<file path="src/rtl/hazard_unit_mc.sv">
// Hazard/forwarding controller with variable-latency memory wait,
// timeout abort and saturating stall/flush performance counters.
module hazard_unit_mc #(
  parameter int REG_AW  = 5,
  parameter int FWD_EN  = 1,
  parameter int TIMEOUT = 64,
  parameter int CNT_W   = 32
) (
  input  logic              clk,
  input  logic              rst,
  input  logic [REG_AW-1:0] Rs1D,
  input  logic [REG_AW-1:0] Rs2D,
  input  logic [REG_AW-1:0] Rs1E,
  input  logic [REG_AW-1:0] Rs2E,
  input  logic [REG_AW-1:0] RdE,
  input  logic [REG_AW-1:0] RdM,
  input  logic [REG_AW-1:0] RdW,
  input  logic              RegWriteE,
  input  logic              RegWriteM,
  input  logic              RegWriteW,
  input  logic              ResultSrcE0,
  input  logic              PCSrcE,
  input  logic              MemReqM,
  input  logic              MemReadyM,
  input  logic              ClearCnt,
  output logic [1:0]        ForwardAE,
  output logic [1:0]        ForwardBE,
  output logic              StallF,
  output logic              StallD,
  output logic              StallE,
  output logic              StallM,
  output logic              FlushD,
  output logic              FlushE,
  output logic              FlushW,
  output logic              MemAbortM,
  output logic              TimeoutErr,
  output logic [CNT_W-1:0]  StallCnt,
  output logic [CNT_W-1:0]  FlushCnt
);

  localparam int WW = $clog2(TIMEOUT) + 1;

  typedef enum logic {IDLE, WAIT} state_e;

  state_e           state_q, state_d;
  logic [WW-1:0]    wcnt_q, wcnt_d;
  logic             terr_q;
  logic [CNT_W-1:0] scnt_q, scnt_d;
  logic [CNT_W-1:0] fcnt_q, fcnt_d;

  logic [1:0] fa, fb;
  logic       lw_stall;
  logic       abort;
  logic       mem_stall;

  always_comb begin
    fa = 2'b00;
    fb = 2'b00;
    if (FWD_EN != 0) begin
      if (RegWriteM && RdM != '0 && RdM == Rs1E)
        fa = 2'b10;
      else if (RegWriteW && RdW != '0 && RdW == Rs1E)
        fa = 2'b01;
      if (RegWriteM && RdM != '0 && RdM == Rs2E)
        fb = 2'b10;
      else if (RegWriteW && RdW != '0 && RdW == Rs2E)
        fb = 2'b01;
    end
  end

  // Without forwarding any in-flight writer of a D source must drain first.
  always_comb begin
    if (FWD_EN != 0) begin
      lw_stall = ResultSrcE0 && RdE != '0 &&
                 (RdE == Rs1D || RdE == Rs2D);
    end else begin
      lw_stall =
        (Rs1D != '0 &&
         ((RegWriteE && RdE == Rs1D) ||
          (RegWriteM && RdM == Rs1D))) ||
        (Rs2D != '0 &&
         ((RegWriteE && RdE == Rs2D) ||
          (RegWriteM && RdM == Rs2D)));
    end
  end

  assign abort = state_q == WAIT &&
                 wcnt_q == WW'(TIMEOUT) && !MemReadyM;
  assign mem_stall = MemReqM && !MemReadyM && !abort;

  always_comb begin
    state_d = state_q;
    wcnt_d  = wcnt_q;
    unique case (state_q)
      IDLE: begin
        if (mem_stall) begin
          state_d = WAIT;
          wcnt_d  = WW'(1);
        end
      end
      WAIT: begin
        if (MemReadyM || abort) begin
          state_d = IDLE;
          wcnt_d  = '0;
        end else begin
          wcnt_d = wcnt_q + WW'(1);
        end
      end
      default: begin
        state_d = IDLE;
        wcnt_d  = '0;
      end
    endcase
  end

  always_comb begin
    ForwardAE = 2'b00;
    ForwardBE = 2'b00;
    StallF    = 1'b0;
    StallD    = 1'b0;
    StallE    = 1'b0;
    StallM    = 1'b0;
    FlushD    = 1'b0;
    FlushE    = 1'b0;
    FlushW    = 1'b0;
    MemAbortM = 1'b0;
    if (!rst) begin
      ForwardAE = fa;
      ForwardBE = fb;
      MemAbortM = abort;
      if (mem_stall) begin
        StallF = 1'b1;
        StallD = 1'b1;
        StallE = 1'b1;
        StallM = 1'b1;
        FlushW = 1'b1;
      end else if (PCSrcE) begin
        FlushD = 1'b1;
        FlushE = 1'b1;
      end else if (lw_stall) begin
        StallF = 1'b1;
        StallD = 1'b1;
        FlushE = 1'b1;
      end
    end
  end

  always_comb begin
    scnt_d = scnt_q;
    fcnt_d = fcnt_q;
    if (ClearCnt) begin
      scnt_d = '0;
      fcnt_d = '0;
    end else begin
      if (StallF && scnt_q != '1)
        scnt_d = scnt_q + CNT_W'(1);
      if (FlushD && fcnt_q != '1)
        fcnt_d = fcnt_q + CNT_W'(1);
    end
  end

  always_ff @(posedge clk or posedge rst) begin
    if (rst) begin
      state_q <= IDLE;
      wcnt_q  <= '0;
      terr_q  <= 1'b0;
      scnt_q  <= '0;
      fcnt_q  <= '0;
    end else begin
      state_q <= state_d;
      wcnt_q  <= wcnt_d;
      terr_q  <= terr_q | abort;
      scnt_q  <= scnt_d;
      fcnt_q  <= fcnt_d;
    end
  end

  assign TimeoutErr = terr_q;
  assign StallCnt   = scnt_q;
  assign FlushCnt   = fcnt_q;

endmodule

</file>
<file path="config.mk">
export PLATFORM = sky130hd
export DESIGN_NAME = hazard_unit_mc
export DESIGN_NICKNAME = d
export VERILOG_FILES = /design/src/rtl/hazard_unit_mc.sv
export SDC_FILE = /design/constraint.sdc
export NUM_CORES = 1
export LEC_CHECK = 0
export BUFFER_PORTS_ARGS = -buffer_cell sky130_fd_sc_hd__buf_2
export CAP_MARGIN = 20
export CORE_ASPECT_RATIO = 1.2
export CORE_MARGIN = 2
export CORE_UTILIZATION = 55
export CTS_BUF_LIST = sky130_fd_sc_hd__clkbuf_4
export CTS_CLUSTER_DIAMETER = 120
export DETAILED_ROUTE_END_ITERATION = 12
export GPL_ROUTABILITY_DRIVEN = 0
export MAX_ROUTING_LAYER = met4
export PLACE_DENSITY = 0.87
export SLEW_MARGIN = 20
export SYNTH_ARGS = -nofsm -noshare
export SYNTH_HDL_FRONTEND = slang
export SYNTH_SLANG_ARGS = --single-unit
</file>
<file path="constraint.sdc">
create_clock -name clk -period 11.25 [get_ports clk]
set_input_delay 2.25 -clock clk [delete_from_list [all_inputs] [get_ports clk]]
set_output_delay 2.25 -clock clk [all_outputs]
set_load 0.01 [all_outputs]
</file>
==> After elaboration in Yosys (flattened, before gate mapping) <==
Index checks and enable logic that the tools add are counted.
Widths: inputs -> output; s select.
{ "word_totals": {"regBits": 73, "in_bits": 45, "elab_cells": 71} }
{ "op_classes": {"addsub": 3, "eq_ne": 10, "muxes": 28, "bitwise": 2, "reduce_logical": 23} }
{ "ops": {"columns": ["operator", "count"], "rows": [
  ["$mux 32", 4],
  ["$add 32x1->32 const B", 2],
  ["$ne 32x32->1 const B", 2],
  ["$eq 5x5->1", 6],
  ["$mux 1", 16],
  ["$reduce_bool 5->1", 3],
  ["$logic_and 1x1->1", 14],
  ["$mux 7", 2],
  ["$pmux 7 s2", 1],
  ["$mux 2", 4],
  ["$add 7x1->7 const B", 1],
  ["$eq 7x7->1 const B", 1],
  ["$reduce_bool 2->1", 2],
  ["$logic_not 1->1", 2],
  ["$logic_or 1x1->1", 2],
  ["$ne 2x2->1 const B", 1],
  ["$pmux 1 s2", 1],
  ["$not 1->1", 1],
  ["$or 1x1->1", 1]
]} }

==> Longest topological paths before layout <==
Gate-level depths: netlist (run 1).
{ "depth": {"word_depth": 10, "depth_mapped": 10, "depth_no_buf": 8} }

==> Worst setup path after synthesis (run 1) <==
No wires, ideal clock.
{ "synth_path": {"path_kind": "input-to-output", "from": "input port rst", "to": "output port ForwardAE[0]", "arrival_ns": 5.004, "setup_slack_ns": 3.996, "stages": 4, "path_buffers": 0, "path_cell_list": "inv_1 o211ai_1 or4_1 nor4_1"} }
{ "synth_via": {"elab_chain_cells": 1} }
{ "synth_rtl": {"columns": ["item", "line_no", "source"], "rows": [
  ["start, declared", "10", "input logic rst,"],
  ["$mux 2", "127", "if (!rst) begin"],
  ["end, declared", "26", "output logic [1:0] ForwardAE,"]
]} }
Every way passes these cells.

==> Worst setup path in the final report (run 1) <==
{ "layout_path": {"from": "input port rst", "to": "output port StallD"} }
{ "layout_via": {"elab_chain_cells": 1} }
{ "layout_rtl": {"columns": ["item", "line_no", "source"], "rows": [
  ["$mux 1", "127", null],
  ["end, declared", "29", "output logic StallD,"]
]} }
Every way passes these cells.

==> impl_metrics.toml, run 1 <==
[sta]
worst-slew-pin-transition_ps = 932
clock_skew_ps = 13.9
hold_slack_ps = 494
timing.fmax_ghz = 0.150
slew_headroom_pct = 37.8
setup_viol = 0
layout_setup_ws_ps = 4590
maxSlewViolCount = 0
period_needed_ps = 6660
finalCritPeriodShare_pct = 59.2
rsz0062_at_grt = "no"
setup_tns_ps = 0
hold_viol = 0

[setup_path]
crit_top_cell = "buf_2"
arrival_ps = 4410
r2r_slack_ps = 8290
crit_chain = "buf_2 > inv_2 > buf_4 > nand2_1 > o41a_2 > inv_1 > buf_2"
worst_setup_path_start_kind = "input pin"
r2r_end = "StallCnt[11]"
critPathKind = "input pin to primary output"
cp_max_fo = 61
cpPeakStageDelay_ps = 610
cp_slowest_cell = "buf_4"
cp-end-kind = "primary output"
critical_path.top_delay_family = "buffers and inverters"
critPathRequiredTime_ps = 9000
r2r_start = "StallCnt[0]"
crit_buf_inv = 5
reg2reg_depth = 7

[synthesis]
ys.flop_type = "dfrtp_1"
synth_edf_count = 0
syn_inst = 504
netlist_area_mm2 = 0.00452
async_flop_share_pct = 100
syn-num-nets = 553
ys_ff_latch = 73
synth.top_cell.area_share_pct = 40.4
synth_cell_types = 49
yosysSeqAreaShare_pct = 40.4
synth_area_leaders = "dfrtp_1 40%, xor2_1 9.5%, nor2_1 4.2%, nand3_1 4.1%, nand4_1 3.9%"
synth_area_leader_cell = "dfrtp_1"
avgSynthCellArea_um2 = 8.97
synth-warning-count = 0

[layout]
seq_area_mm2 = 0.00183
area_delta_synth_final_pct = 17.8
antennaDiodeCount = 0
nets = 661
final_util_pct = 66.1
drive_above_1_share_pct = 24.5
multiInputGateArea_mm2 = 0.00253
fillers = 653
final_cells = 712

[power_and_ir_drop]
leakagePower_nw = 2.51
vdd_ir_drop_max_v = 0.0000629
p_per_area_mw_per_mm2 = 100

[floorplanning]
die_x_um = 86.8
dieHeight_um = 103
die_area_mm2 = 0.00897
ios = 122
rows = 36
initial_core_util_pct = 56.1
coreArea_mm2 = 0.00806

[detailed_routing]
drtIter0Drc = 212
post_drt_wl_per_cell_um = 15.6
drc = 0
wl_mm = 11.1
vias_per_cell = 6.08
ant_nets = 0
first_pass_iters = 5
via_count = 4327

[clocking]
cts_tree = "built"
postCtsResizedCells = 0
cts.htree.levels = 3
clock_sinks = 73
clk_latency_ps = 420
cts_max_path_buffers = 2
clockRootBuffer = "clkbuf_4"
hold_buffers = 0
post_cts_buffers = 0
cts_made_buffers = 9
cts.clk_slew.worst_paths_ps = 120

[global_routing]
antenna_found_initial = 0
grt_max_degree = 69
grtUsageTotal_pct = 25.5
grt_pass1_wl_mm = 18.0
first_global_vias = 4097
grt_overflow = 0

[flow_run]
max-cap-violations = 0

[place]
portBuffers = 120
dp_slack_ps = 4510
place_inst = 696
hpwl_mm = 7.89

[status]
status = "completed"

[min_path]
hold_depth = 1
min_path_type = "flop to flop"
min_from = "TimeoutErr"
holdPathEnd = "TimeoutErr"
flip-flops by register name (all words and copies together), names as in the netlist:
register and cells:
StallCnt 32, wcnt_q 7, FlushCnt 32, state_q 1, TimeoutErr 1
synthesized netlist by cell type (8+ instances only):
master and number:
inv_1 10, nor3_1 11, nand2_1 25, xnor2_1 13, nor4_1 8, nor2_1 51, clkbuf_1 17, or4_1 21
nand3_1 37, or3_1 13, and3_1 20, dfrtp_1 73, o21ai_0 15, nand4_1 28, xor2_1 49, a21oi_1 30
o31ai_1 19
worst max path at each step:
stage / start / depth (start not counted) / slack (ps) / end
3_5_place_dp: rst / 7 / 4510 / StallD
5_1_grt: rst / 7 / 4280 / StallF
3_3_place_gp: rst / 7 / 4530 / StallD
2_1_floorplan: rst / 4 / 4000 / ForwardAE[0]
4_1_cts: rst / 7 / 4500 / StallD
6_report: rst / 7 / 4590 / StallD
area by class of cell:
cell class / count / area share (%)
timing repair buffer: 124 / 11.8
clock buffer: 11 / 1.55
sequential: 73 / 34.3
tap: 95 / 2.23
inverter: 10 / 0.704
multi-input combinational: 394 / 47.5
clock inverter: 5 / 1.95
metal layers:
layer	global-route usage, %	vias to the layer above	part of all wire, %
met5	-	-	0
met1	29.8	2115	42
li1	-	2063	-
met3	2.86	18	3.5
met2	43.7	131	53
met4	12.1	0	1.5
metrics by stage:
stage               cell area, um^2  power [W]
floorplan                      4520   0.000304
global placement               5140   0.000323
detailed placement             5140   0.000326
CTS                            5330   0.000536
global route                   5330   0.000554
finish                         5330   0.000533
cells by family after synthesis:
kind of cell	Yosys count	share of synthesized area, %
compound gates	77	10.3
xor+xnor	62	12.0
fa+ha+maj	4	1.11
buf+inv	37	3.71
flops	73	40.4
mux	5	1.30
simple gates	246	31.2
report_power, final:
group | total [W] | switching (W) | leakage, nW | internal [W]
registers | 0.000268 | 0.00000346 | 1.01 | 0.000265
clock network | 0.000212 | 0.0000944 | 0.101 | 0.000118
logic | 0.0000524 | 0.0000329 | 1.39 | 0.0000196
total | 0.000533 | 0.000131 | 2.51 | 0.000402
cells in the final DEF, fill, tap and decap left out, types with 9 or more instances in the layout:
master | netlist | final
a21oi_1 | 30 | 30
and3_1 | 20 | 20
buf_2 | 5 | 120
clkbuf_4 | 0 | 11
dfrtp_1 | 73 | 73
inv_1 | 10 | 9
nand2_1 | 25 | 25
nand3_1 | 37 | 37
nand4_1 | 28 | 28
nor2_1 | 51 | 51
nor3_1 | 11 | 11
o21ai_0 | 15 | 15
o31ai_1 | 19 | 19
or3_1 | 13 | 13
or4_1 | 21 | 21
xnor2_1 | 13 | 13
xor2_1 | 49 | 49
worst register-to-register path: stages, from the launching register on:
cell and delay, ps:
dfrtp_1 450, ha_1 230, nand3_2 100, or4_4 620, nor4_4 670, buf_4 330
nor4_1 80, mux2_1 360
Note: power is estimated with default switching activity, not from simulation.
==> inputs of run 2 (changes only) <==
==> constraint.sdc (replaced) <==
create_clock -name clk -period 6.77 [get_ports clk]
set_input_delay 1.354 -clock clk [delete_from_list [all_inputs] [get_ports clk]]
set_output_delay 1.354 -clock clk [all_outputs]
set_load 0.01 [all_outputs]
==> run 2 against run 1 <==
Via count shrank 0.39%. Register-to-register slack lost 4500 ps. Clock-buffer cell count shrank 2.
==> impl_metrics.toml, run 2 (synthesis results as in run 1) <==
[clocking]
clockRootBuffer = "clkbuf_4"
cts_made_buffers = 9
clk_latency_ps = 420
cts_tree = "built"
postCtsResizedCells = 0
cts.htree.levels = 3
cts.clk_slew.worst_paths_ps = 120
cts_max_path_buffers = 2
hold_buffers = 0
post_cts_buffers = 0
clock_sinks = 73

[min_path]
min_path_type = "flop to flop"
min_from = "TimeoutErr"

[power_and_ir_drop]
leakagePower_nw = 2.47
p_per_area_mw_per_mm2 = 153
p_comb_share_pct = 10.7
p_clk_share_pct = 33.9
seq_power_share_pct = 55.3
vdd_ir_drop_max_v = 0.000101
p_sw_w = 0.000222
intPower_w = 0.000584
swShare_pct = 27.5

[setup_path]
path_depth = 7
worst_setup_path_start_kind = "input pin"
critical_path.top_delay_family = "buffers and inverters"
cp_slowest_cell = "o41a_2"
reg2reg_depth = 8
cp_max_fo = 75
crit_top_cell = "buf_2"
crit_end = "StallD"
r2r_end = "StallCnt[11]"
crit_path_start = "rst"
crit_buf_inv = 5
critPathKind = "input pin to primary output"
crit_chain = "buf_2 > inv_2 > buf_4 > nand2_1 > o41a_2 > inv_1 > buf_2"
cpPeakStageDelay_ps = 810
r2r_start = "wcnt_q[0]"
arrival_ps = 3370
cp-end-kind = "primary output"
critPathRequiredTime_ps = 5420
r2r_slack_ps = 3770

[sta]
rsz0062_at_grt = "no"
timing.fmax_ghz = 0.212
setup_viol = 0
clock_skew_ps = 11.8
slew_headroom_pct = 35.7
setup_tns_ps = 0
layout_setup_ws_ps = 2050
hold_viol = 0
finalCritPeriodShare_pct = 69.8
maxSlewViolCount = 0
period_needed_ps = 4720
worst-slew-pin-transition_ps = 965

[floorplanning]
die_area_mm2 = 0.00897
rows = 36
coreArea_mm2 = 0.00806
initial_core_util_pct = 56.1
ios = 122
die_x_um = 86.8
dieHeight_um = 103

[global_routing]
grt_max_degree = 76
grt_pass1_wl_mm = 17.5
grtUsageTotal_pct = 24.6
first_global_vias = 4098
antenna_found_initial = 0
grt_overflow = 0

[place]
placed_area_mm2 = 0.00514
hpwl_mm = 7.50
portBuffers = 120
dp_slack_ps = 2060
place_inst = 696

[detailed_routing]
via_count = 4310
vias_per_cell = 6.05
ant_nets = 0
wl_mm = 10.8
post_drt_wl_per_cell_um = 15.1
drc = 0
first_pass_iters = 5
drtIter0Drc = 138

[layout]
drive_above_1_share_pct = 24.5
layout.cells.most_common = "buf_2"
fin_area_mm2 = 0.00528
antennaDiodeCount = 0
final_cells = 712
mostFrequentLayoutCells = "120 x buf_2, 73 x dfrtp_1, 51 x nor2_1"
area_delta_synth_final_pct = 16.8
final_util_pct = 65.5
nets = 661

[flow_run]
max-cap-violations = 0

[status]
status = "completed"
-- run 2: cell types whose count changed in the layout (fill, tap and decap cells not counted) --
cell        change
clkinv_2        +1
clkbuf_4        -2
clkinvlp_4      +3
bufinv_16       -2
-- run 2: area by class of cell --
class | instances | area [um^2]
fillers | 650 | 2780
multi-input cells | 394 | 2530
flip-flops and latches | 73 | 1830
repair buffers | 124 | 631
well taps | 95 | 119
clock inverters | 7 | 71.3
clock buffers | 9 | 67.6
inverters | 10 | 37.5
-- run 2: metrics by stage --
step / hold slack (ps) / power [W]
after floorplan: 487 / 0.000506
final: 493 / 0.000806
after detailed placement: 466 / 0.000541
after global routing: 526 / 0.000841
after global placement: 463 / 0.000537
after CTS: 500 / 0.000815
-- run 2: power groups by stage --
stage / clock network [W] / registers (W) / logic, W
final: 0.000273 / 0.000446 / 0.0000866
after floorplan: 0 / 0.000454 / 0.0000523
after CTS: 0.000282 / 0.000446 / 0.0000875
after detailed placement: 0 / 0.000454 / 0.0000872
after global routing: 0.000297 / 0.000447 / 0.0000969
after global placement: 0 / 0.000454 / 0.0000831
-- run 2: worst min path at each step --
stage	to	slack, ps	depth (start not counted)
floorplan	wcnt_q[3]	490	1
global placement	TimeoutErr	460	1
detailed placement	TimeoutErr	470	1
CTS	TimeoutErr	500	1
global route	TimeoutErr	530	1
finish	TimeoutErr	490	1
-- run 2: per-layer routing --
metal	up-vias	share of wire, %	GRT usage, %
li1	2070	-	-
met2	133	52	42.8
met1	2086	42	27.9
met3	21	4.8	4.37
met5	-	0	-
met4	0	1.7	10.2
==> inputs of run 3 (changes only) <==
--- a/config.mk
+++ b/config.mk
@@ -5,17 +5,18 @@
 export SDC_FILE = /design/constraint.sdc
 export NUM_CORES = 1
 export LEC_CHECK = 0
+export ABC_AREA = 1
 export BUFFER_PORTS_ARGS = -buffer_cell sky130_fd_sc_hd__buf_2
 export CAP_MARGIN = 20
 export CORE_ASPECT_RATIO = 1.2
 export CORE_MARGIN = 2
-export CORE_UTILIZATION = 55
+export CORE_UTILIZATION = 52
 export CTS_BUF_LIST = sky130_fd_sc_hd__clkbuf_4
 export CTS_CLUSTER_DIAMETER = 120
 export DETAILED_ROUTE_END_ITERATION = 12
 export GPL_ROUTABILITY_DRIVEN = 0
 export MAX_ROUTING_LAYER = met4
-export PLACE_DENSITY = 0.87
+export PLACE_DENSITY = 0.84
 export SLEW_MARGIN = 20
 export SYNTH_ARGS = -nofsm -noshare
 export SYNTH_HDL_FRONTEND = slang
==> constraint.sdc (replaced) <==
create_clock -name clk -period 4.2 [get_ports clk]
set_input_delay 0.84 -clock clk [delete_from_list [all_inputs] [get_ports clk]]
set_output_delay 0.84 -clock clk [all_outputs]
set_load 0.01 [all_outputs]
==> run 3 against run 2 <==
Final cell count increased by 58%. Clock power rose by 85%. Non-clock buffer count is the same. Register-to-register slack got worse by 2200 ps. Via count increased by 37%. Largest power group unchanged. Clock-buffer cell count up 1. Cell area up 23%. Synthesized cell count is 76% higher. Setup slack got worse by 580 ps. Sequential power is 61% higher. Clock skew rose by 7.4 ps. Critical path depth increased by 2. Highest routed layer unchanged.
==> impl_metrics.toml, run 3 <==
[status]
status = "completed"

[global_routing]
first_global_vias = 5521
grt_overflow = 0
antenna_found_initial = 1
grt_max_degree = 87
grt_pass1_wl_mm = 24.4
grtUsageTotal_pct = 25.6

[sta]
finalCritPeriodShare_pct = 65.0
period_needed_ps = 2730
hold_viol = 0
maxSlewViolCount = 0
worst-slew-pin-transition_ps = 924
rsz0062_at_grt = "no"
layout_setup_ws_ps = 1470
clock_skew_ps = 19.2
timing.fmax_ghz = 0.366
setup_viol = 0
slew_headroom_pct = 38.4
setup_tns_ps = 0

[layout]
layout.cells.most_common = "nand2_1"
drive_above_1_share_pct = 16.0
nets = 1038
final_util_pct = 59.6
mostFrequentLayoutCells = "270 x nand2_1, 120 x buf_2, 118 x nand3_1"
fin_area_mm2 = 0.00651
area_delta_synth_final_pct = 13.1
fillers = 1060
multiInputGateArea_mm2 = 0.00328
seq_area_mm2 = 0.00183

[setup_path]
crit_chain = "inv_1 > ha_1 > nor3b_2 > nand3_1 > nand3_2 > inv_1 > nand2_1 > nand2_2 > buf_2"
cp_slowest_cell = "dfrtp_1"
crit_buf_inv = 3
path_depth = 9
cpPeakStageDelay_ps = 410
critPathKind = "flop to primary output"
arrival_ps = 1890
cp-end-kind = "primary output"
cp_max_fo = 5
critPathRequiredTime_ps = 3360
crit_top_cell = "inv_1"
critical_path.top_delay_family = "simple AND/OR/NAND/NOR gates"
reg2reg_depth = 9
worst_setup_path_start_kind = "flop"

[power_and_ir_drop]
p_clk_share_pct = 36.4
p_sw_w = 0.000377
leakagePower_nw = 3.59
swShare_pct = 27.2
p_per_area_mw_per_mm2 = 213
seq_power_share_pct = 51.9
vdd_ir_drop_max_v = 0.000157
p_comb_share_pct = 11.7
intPower_w = 0.00101

[clocking]
cts.clk_slew.worst_paths_ps = 120
clockRootBuffer = "clkbuf_4"
cts_tree = "built"
clock_sinks = 73
cts.htree.levels = 3
clk_latency_ps = 440
cts_made_buffers = 9
cts_max_path_buffers = 2
postCtsResizedCells = 0
hold_buffers = 0
post_cts_buffers = 0

[synthesis]
synth_cell_types = 34
synth_most_common_cell = "nand2_1"
ys_ff_latch = 73
synth.top_cell.area_share_pct = 31.7
synth_area_leader_cell = "dfrtp_1"
synthTopCellsByCount = "270 x nand2_1, 118 x inv_1, 118 x nand3_1"
synthAdderAreaFrac_pct = 0.869
synth_area_leaders = "dfrtp_1 32%, nand2_1 18%, nand3_1 10%, inv_1 7.7%, nor2_1 6.3%"
synth_mux_area_share_pct = 0
netlist_area_mm2 = 0.00576
synth_top_family_by_area = "simple AND/OR/NAND/NOR gates"
async_flop_share_pct = 100
ys.flop_type = "dfrtp_1"
avgSynthCellArea_um2 = 6.48
syn_inst = 888
yosys.area_share.simple_pct = 45.1
syn-num-nets = 937
synth-warning-count = 0
synth_edf_count = 0
yosysSeqAreaShare_pct = 31.7
synth_compound_area_share_pct = 2.33
synthXorXnorAreaFrac_pct = 8.67

[floorplanning]
die_area_mm2 = 0.0119
dieHeight_um = 119
coreArea_mm2 = 0.0109
rows = 42
initial_core_util_pct = 52.7
die_x_um = 100
ios = 122

[place]
hpwl_mm = 10.7
placed_area_mm2 = 0.00635
portBuffers = 120
dp_slack_ps = 1510

[detailed_routing]
first_pass_iters = 5
drc = 0
drtIter0Drc = 232
wl_mm = 14.4
ant_nets = 0
post_drt_wl_per_cell_um = 12.8
via_count = 5907
vias_per_cell = 5.24

[min_path]
min_path_type = "flop to flop"
hold_depth = 2

[flow_run]
max-cap-violations = 0
run 3: cell count changes in the layout (fill, tap and decap cells not counted), sizes merged, moves of 14 or more:
cell	delta
nand2	+249
inv	+107
nand3	+81
nor2	+50
or4	-23
a21oi	-22
and3	-20
o31ai	-19
nand4	+15
nand3b	+14
run 3: metrics by stage:
step                power [W]  hold slack (ps)  std cells
finish                0.00139              480       1127
global route          0.00145              507       1127
CTS                   0.00140              484       1126
detailed placement   0.000897              451       1110
global placement     0.000894              447       1110
floorplan            0.000848              489        888
run 3: final cells by class:
class / instances / area share [%]
clock buffer: 10 / 1.15
multi-input combinational: 662 / 50.3
tap: 132 / 2.54
clock inverter: 6 / 1.27
antenna: 1 / 0.0384
sequential: 73 / 28.0
timing repair buffer: 124 / 9.68
inverter: 119 / 6.93
run 3: path summary, 6_finish.rpt:
path | to | start | slack [ps]
max | StallD | wcnt_q[0] | 1470
min | TimeoutErr | TimeoutErr | 480
max reg2reg | StallCnt[19] | StallCnt[0] | 1590
min reg2reg | TimeoutErr | TimeoutErr | 480
max in group asynchronous | StallCnt[19] | rst | 2800
min in group asynchronous | TimeoutErr | rst | 800
run 3: layer usage:
metal,global-route usage (%),share of wire [%],vias up
met5,-,0,-
met4,12.3,3.3,0
met3,3.40,5.0,42
met2,43.8,49,183
met1,29.5,43,2665
li1,-,-,3017
run 3: worst reg2reg max path: cells and delay by family (launching register included):
kind / cells / cell delay [ps]
buffers and inverters: 1 / 110
AND/OR/NAND/NOR: 7 / 1660
adder cells (fa/ha/maj): 1 / 280
flip-flops: 1 / 480
run 3: power by group through the flow:
stage / clock network, W / registers (W) / logic (W)
after floorplan: 0 / 0.000732 / 0.000115
after global placement: 0 / 0.000733 / 0.000161
after detailed placement: 0 / 0.000733 / 0.000164
after CTS: 0.000515 / 0.000720 / 0.000164
after global routing: 0.000544 / 0.000721 / 0.000184
final: 0.000505 / 0.000720 / 0.000163
run 3: logic make-up after synthesis:
logic type | count (synthesis)
AOI/OAI and AO/OA | 24
xor gates and xnor gates | 57
adders and majority gates | 4
buffers and inverters | 153
DFF | 73
and+or+nand+nor | 577
